### config.mk
export PLATFORM = sky130hd
export DESIGN_NAME = step_input_ctrl
export DESIGN_NICKNAME = d
export VERILOG_FILES = /design/src/rtl/step_input_ctrl.sv
export SDC_FILE = /design/constraint.sdc
export NUM_CORES = 1
export LEC_CHECK = 0
export ABC_AREA = 1
export ABC_CLOCK_PERIOD_IN_PS = 1900
export CORE_UTILIZATION = 57
export CTS_CLUSTER_SIZE = 40
export DETAILED_ROUTE_END_ITERATION = 12
export PLACE_DENSITY_LB_ADDON = 0.2
export SYNTH_ARGS = -nofsm -noshare
export SYNTH_HDL_FRONTEND = slang
export SYNTH_SLANG_ARGS = --single-unit
### constraint.sdc
create_clock -name CLK -period 1.9 [get_ports CLK]
set_input_delay 0.285 -clock CLK [delete_from_list [all_inputs] [get_ports CLK]]
set_output_delay 0.285 -clock CLK [all_outputs]
set_load 0.1 [all_outputs]
### src/rtl/step_input_ctrl.sv
// Button-to-step controller: turns two debounced push-button levels into one-cycle
// step strobes, arbitrates overlapping presses, enforces a release hold-off and counts groups.
module step_input_ctrl #(
    parameter int unsigned HOLDOFF = 50000,
    parameter int unsigned GROUP   = 4
) (
    input  logic       CLK,
    input  logic       RESET,
    input  logic       btn0,
    input  logic       btn1,
    output logic       step,
    output logic       step_bit,
    output logic [3:0] step_count,
    output logic       group_done,
    output logic       busy
);

    typedef enum logic [2:0] {
        ST_ARM      = 3'd0,
        ST_IDLE     = 3'd1,
        ST_PRESSED  = 3'd2,
        ST_CONFLICT = 3'd3,
        ST_HOLD     = 3'd4
    } state_t;

    localparam logic [3:0]  GROUP_LAST = 4'(GROUP - 1);
    localparam logic [15:0] HOLD_LOAD  = 16'(HOLDOFF - 1);

    state_t      state_q, state_d;
    logic [15:0] hold_q, hold_d;
    logic        step_q, step_d;
    logic        step_bit_q, step_bit_d;
    logic [3:0]  count_q, count_d;
    logic        group_done_q, group_done_d;
    logic        busy_q, busy_d;
    logic        any_btn_s;
    logic        both_low_s;

    assign any_btn_s  = btn0 | btn1;
    assign both_low_s = ~any_btn_s;

    // Next-state, strobe and group-count logic; outputs are computed one edge ahead.
    always_comb begin
        state_d      = state_q;
        hold_d       = hold_q;
        step_d       = 1'b0;
        step_bit_d   = step_bit_q;
        count_d      = count_q;
        group_done_d = 1'b0;
        case (state_q)
            ST_ARM: begin
                if (both_low_s) begin
                    state_d = ST_IDLE;
                end else begin
                    state_d = ST_ARM;
                end
            end
            ST_IDLE: begin
                if (btn0 ^ btn1) begin
                    state_d    = ST_PRESSED;
                    step_d     = 1'b1;
                    step_bit_d = btn1;
                    if (count_q == GROUP_LAST) begin
                        count_d      = 4'd0;
                        group_done_d = 1'b1;
                    end else begin
                        count_d      = count_q + 4'd1;
                        group_done_d = 1'b0;
                    end
                end else if (btn0 && btn1) begin
                    state_d = ST_CONFLICT;
                end else begin
                    state_d = ST_IDLE;
                end
            end
            ST_PRESSED, ST_CONFLICT: begin
                if (both_low_s) begin
                    hold_d  = HOLD_LOAD;
                    state_d = ST_HOLD;
                end else begin
                    state_d = state_q;
                end
            end
            ST_HOLD: begin
                // A button still down at expiry must be released again before it counts.
                if (hold_q == 16'd0) begin
                    state_d = any_btn_s ? ST_ARM : ST_IDLE;
                end else begin
                    hold_d = hold_q - 16'd1;
                end
            end
            default: begin
                state_d = ST_ARM;
            end
        endcase
        busy_d = (state_d != ST_IDLE);
    end

    // State and registered outputs with synchronous reset.
    always_ff @(posedge CLK) begin
        if (RESET) begin
            state_q      <= ST_ARM;
            hold_q       <= 16'd0;
            step_q       <= 1'b0;
            step_bit_q   <= 1'b0;
            count_q      <= 4'd0;
            group_done_q <= 1'b0;
            busy_q       <= 1'b1;
        end else begin
            state_q      <= state_d;
            hold_q       <= hold_d;
            step_q       <= step_d;
            step_bit_q   <= step_bit_d;
            count_q      <= count_d;
            group_done_q <= group_done_d;
            busy_q       <= busy_d;
        end
    end

    assign step       = step_q;
    assign step_bit   = step_bit_q;
    assign step_count = count_q;
    assign group_done = group_done_q;
    assign busy       = busy_q;

endmodule
### Yosys cells after proc, flatten, opt, wreduce, memory -nomap -nowiden

Cells that the tools add are included.
Widths: inputs -> output; s select.

| storage, ports and cells | value |
|---|---|
| flip-flop bits (word level) | 27 |
| input port bits | 4 |
| output and inout port bits | 8 |
| logic and storage cells | 42 |

| operators by class | value |
|---|---|
| add/sub/neg operators | 2 |
| equality and inequality tests | 8 |
| muxes and demuxes | 12 |
| bitwise operators | 4 |
| reduce and logical (&&, ||, !) cells | 9 |

Operators with widths:

| operator | number |
|---|---|
| $mux 16 | 2 |
| $pmux 16 s2 | 1 |
| $logic_not 16->1 | 1 |
| $sub 16x1->16 const B | 1 |
| $pmux 3 s4 | 1 |
| $eq 3x2->1 const B | 2 |
| $mux 3 | 2 |
| $add 4x1->4 const B | 1 |
| $eq 4x2->1 const B | 1 |
| $mux 2 | 2 |
| $mux 4 | 1 |
| $ne 2x2->1 const B | 2 |
| $reduce_or 2->1 | 2 |
| $eq 3x1->1 const B | 1 |
| $eq 3x3->1 const B | 1 |
| $logic_not 3->1 | 1 |
| $mux 1 | 3 |
| $ne 3x1->1 const B | 1 |
| $reduce_and 3->1 | 1 |
| $reduce_or 3->1 | 1 |
| $not 1->1 | 2 |
| $reduce_and 2->1 | 1 |
| $reduce_bool 2->1 | 1 |
| $logic_and 1x1->1 | 1 |
| other kinds (2) | 2 |

### Logic depth before layout (Yosys ltp)

| logic depth | value |
|---|---|
| depth after elaboration | 5 |
| gate-level depth with buffers | 10 |
| gate-level depth less buffers | 10 |

### Worst setup path before layout

Ideal clock, no wire load.

| path | value |
|---|---|
| path type | reg-to-reg |
| start point | register count_q[0] (netlist: step_count[0]) |
| end point | register count_q[3] (netlist: step_count[3]) |
| library setup time | 0.120 ns |
| data arrival time | 1.539 ns |
| data required time | 1.780 ns |
| setup slack | 0.242 ns |
| cell stages (with the launch flop) | 6 |
| path buffers | 0 |
| period minus slack after synthesis | 1.658 ns |
| cell sequence | dfxtp_1 > inv_1 > nor3_1 > nand2_1 > nor2_1 > nor3_1 |

| on the way | value |
|---|---|
| longest elaborated chain between the ends | 2 |
| elaborated cells on any way between the ends | 3 |
| those cells by class | 1 x add/sub; 1 x eq/ne; 1 x mux |

Ends and longest elaborated chain:

| what | RTL line | text |
|---|---|---|
| start: declaration | 33 | `logic [3:0] count_q, count_d;` |
| start signal: assignment | 114 | `count_q <= count_d;` |
| $add 4x1->4 / $eq 4x2->1 (equally long branches) | 67, 63 |  |
| $mux 4 * | 63 | `if (count_q == GROUP_LAST) begin` |

Every way passes the cells marked *; elsewhere a longest branch is shown, timed or not.
A chain may end at the register's enable or synchronous reset.

### Worst setup path after layout

| path | value |
|---|---|
| start point | register hold_q[1] |
| end point | register hold_q[3] |

| on the way | value |
|---|---|
| longest elaborated chain between the ends | 3 |
| elaborated cells on any way between the ends | 6 |
| those cells by class | 1 x add/sub; 1 x eq/ne; 2 x mux; 2 x reduce/logical |

Ends and longest elaborated chain:

| what | RTL line | text |
|---|---|---|
| start: declaration | 30 | `logic [15:0] hold_q, hold_d;` |
| start signal: assignment | 111 | `hold_q <= hold_d;` |
| $sub 16x1->16 / $logic_not 16->1 (equally long branches) | 89, 86 |  |
| $mux 16 / $ne 2x2->1 (equally long branches) | - |  |
| $pmux 16 s2 / $reduce_and 3->1 (equally long branches) | - |  |

Several ways; a longest one is shown, not always the timed one. The select of a mux whose other input is x is not followed.

==> PnR_summary.wiki <==
{| class="wikitable"
! Metric !! Value
|-
| Result of the run || finished, final reports clean
|-
| Area of the multi-input gates || 898 sq um
|-
| Area of the die || 3040 sq um
|-
| Largest family of logic cells by synthesized area || simple AND/OR/NAND/NOR gates
|-
| Highest clock frequency the design can meet || 591 MHz
|-
| Arrival @ worst endpoint || 1.98 ns
|-
| Simple-gate share of the synthesized area || 40.4%
|-
| Number of inserted filler cells in the final layout || 227
|-
| Count of TritonRoute iterations in the first routing pass || 4
|-
| Library cell occupying the most area in the post-synthesis netlist || dfxtp_1
|-
| Slew of the pin with the lowest slew margin || 0.284 ns
|-
| Final design area excluding fillers || 1780 sq um
|-
| Antenna diode count || 0
|-
| Share of the synthesized area in the top cell type || 33.6%
|-
| Most frequent standard cell in the layout excluding fill and tap cells || nand2_1
|-
| Instance area after placement || 1740 sq um
|-
| Maximum clock insertion buffer count || 2
|-
| Cell area after synthesis || 1610 sq um
|-
| Number of top-level pins || 12
|-
| Antenna Violating Nets Remaining || 0
|-
| Met2 WL || 1.42 mm
|-
| DRC errors left || 0
|-
| Total of max-cap violations || 0
|-
| Placement row count || 18
|-
| Horizontal die dimension || 55.1 um
|-
| Unrepaired setup endpoints after global routing || no
|-
| WL met3 || 88 um
|-
| Final core occ || 69.2%
|-
| Hold violation count in the final report || 0
|-
| Initial core utilization || 62.7%
|-
| Wire length of the first global-routing pass || 5.34 mm
|-
| Area growth from synthesis to final layout || 10.3%
|-
| Fin. max-slew vios || 0
|-
| Highest metal layer with signal wires || met4
|-
| Average cell area after synthesis || 6.68 sq um
|-
| Insertion delay of the later-clocked pin in the worst-skew pair || 0.33 ns
|-
| Setup TNS Final || 0 ns
|-
| Number of antenna violations at the first check in global routing || 0
|-
| Share of synthesized area occupied by flip-flops and latches || 33.6%
|-
| TritonCTS clock tree || done
|-
| Worst supply voltage drop on vdd || 549 uV
|-
| Sequential Area || 541 sq um
|-
| Largest stage delay on the critical path || 0.34 ns
|-
| Min Hold Slack || 0.500 ns
|-
| Core Box Area || 2570 sq um
|-
| Unique masters post-synth || 29
|-
| Largest net degree at the start of global routing || 17
|-
| Syn Inst Count || 241
|-
| Multiplexer area fraction after synthesis || 0%
|-
| Fin Clk Skew || 0.00906 ns
|-
| Sum of routed wire length over all layers || 3.16 mm
|-
| Maximum level of the CTS H-tree || 1
|-
| Total global routing overflow || 0
|-
| Post-cts hold buffer count || 0
|-
| Worst Path Class, Setup || reg -> reg
|-
| Total power after layout || 1.45 mW
|-
| Flop and latch count out of synthesis || 27
|-
| Fraction of layout cells with a size suffix above 1 || 16.7%
|-
| Buffers inserted by post-CTS timing repair || 0
|-
| Count of nets after finishing || 266
|-
| Via count || 1469
|-
| Number of buffers added by the clock tree synthesis step || 3
|-
| First-iteration detailed-routing DRC count || 44
|-
| Sum of net half-perimeters after detailed placement || 2.41 mm
|-
| Via density per instance || 5.12
|-
| Slew headroom || 81.0%
|-
| GRT Resource Usage Total || 24.4%
|-
| Avg WL per Cell || 11.0 um
|-
| Crit-path slowest cell || dfxtp_1
|-
| Parity-gate share of the synthesized area counting xor and xnor cells || 0.544%
|-
| Post-synth net total || 249
|-
| Time the worst path needs with I/O delays and setup || 1.69 ns
|-
| Vias in the first global route || 1234
|-
| Commonest cells after routing, fill and taps aside || nand2_1 (59), nor2_1 (36), inv_1 (30), nand3_1 (27), dfxtp_1 (27)
|-
| Largest fanout of any net on the critical path || 7
|-
| Worst path cell trace || inv_1, ha_1, nand3_1, nor2_4, nand3_4, nand2_4, buf_4, nand2_2, a21oi_2
|-
| Fraction of the mapped netlist area in adder cells || 3.11%
|-
| Clock root buffer || clkbuf_4
|-
| Main area contributors after synthesis || dfxtp_1 (34%), nand2_1 (14%), nor2_1 (8.6%)
|-
| Finish-stage setup viols || 0
|-
| IO Port Bufs || 11
|-
| Yosys Warn Count || 0
|-
| Setup crit start kind || register
|-
| Fraction of the mapped netlist area in compound gates || 11.7%
|-
| Vertical extent of the die || 55.1 um
|-
| Total routed wire length on the met1 layer || 1.61 mm
|-
| Critical path data required time || 2.19 ns
|-
| Clk sinks || 27
|-
| Class of the most critical hold timing path || reg -> reg
|-
| Last weighted congestion value of the routability-driven placer || 0.873
|-
| Power density over the cells || 818 nW/um^2
|-
| CP Capture Type || register
|-
| Total leakage power || 0.802 nW
|-
| Period Utilization, post-route || 89.1%
|-
| Register clock-pin slew on the reported worst setup and hold paths || 0.16 ns
|}
==> where the power goes <==
| part | switching [mW] | total [mW] | leakage, nW | internal, mW |
|---|---|---|---|---|
| Sequential | 0.0349 | 0.637 | 0.219 | 0.602 |
| Combinational | 0.364 | 0.552 | 0.569 | 0.187 |
| Clock | 0.184 | 0.264 | 0.0139 | 0.0806 |
==> metal layers <==
layer,track usage [%],vias up
li1,-,798
met3,2.73,5
met2,39.6,23
met1,34.0,643
met4,6.67,0
met5,0,-
==> repair_timing <==
| action | in CTS | in global routing |
|---|---|---|
| setup endpoints to repair | 0 | 1 |
| endpoints found under the hold margin | 0 | 0 |
| gates resized for setup | 0 | 1 |
==> area by class of cell <==
class | count | area share [%]
clock buffers | 3 | 1.27
clock inverters | 1 | 0.423
inverters | 34 | 7.26
multi-input cells | 176 | 50.6
flip-flops and latches | 27 | 30.4
well taps | 30 | 2.11
repair buffers | 16 | 7.89
==> path summary, 6_finish.rpt <==
kind | depth (start not counted) | slack, ns | endpoint | start
worst max register to register | 9 | 0.21 | hold_q[3]$_SDFFE_PP0P_ | hold_q[1]$_SDFFE_PP0P_
worst min register to register | 2 | 0.50 | hold_q[15]$_SDFFE_PP0P_ | hold_q[15]$_SDFFE_PP0P_
worst min-delay path | 2 | 0.50 | hold_q[15]$_SDFFE_PP0P_ | hold_q[15]$_SDFFE_PP0P_
worst max-delay path | 9 | 0.21 | hold_q[3]$_SDFFE_PP0P_ | hold_q[1]$_SDFFE_PP0P_
==> sequential cells by signal (all words and copies together) (netlist names) <==
signal / cells
hold_q: 16
step_count: 4
state_q: 3
busy: 1
group_done: 1
step: 1
step_bit: 1
==> cell usage after synthesis (all sizes together) <==
library cell,instances
a21oi,20
buf,4
clkinv,1
dfxtp,27
ha,4
inv,33
nand2,66
nand3,28
nand3b,1
nand4,2
nor2,41
nor3,4
nor3b,1
o211ai,1
o21ai,5
o21bai,1
o22ai,1
xor2,1
==> cell families after synthesis <==
logic type	count (synthesis)
AOI/OAI and AO/OA	28
xor gates and xnor gates	1
adders and majority gates	4
buffers and inverters	38
DFF	27
and+or+nand+nor	143
==> through the flow <==
step                instances  setup WS [ns]
floorplan                 241          0.242
CTS                       287          0.179
finish                    287          0.207
global route              287         0.0280
global placement          283          0.107
detailed placement        283         0.0737
==> critical path, delay by kind of cell (launching register included) <==
kind	cells	cell delay (ns)
buffers and inverters	2	0.26
and+or+nand+nor	5	0.71
AOI/OAI and AO/OA	1	0.12
adders and majority gates	1	0.20
DFF	1	0.34
(Power assumes the default switching activity.)
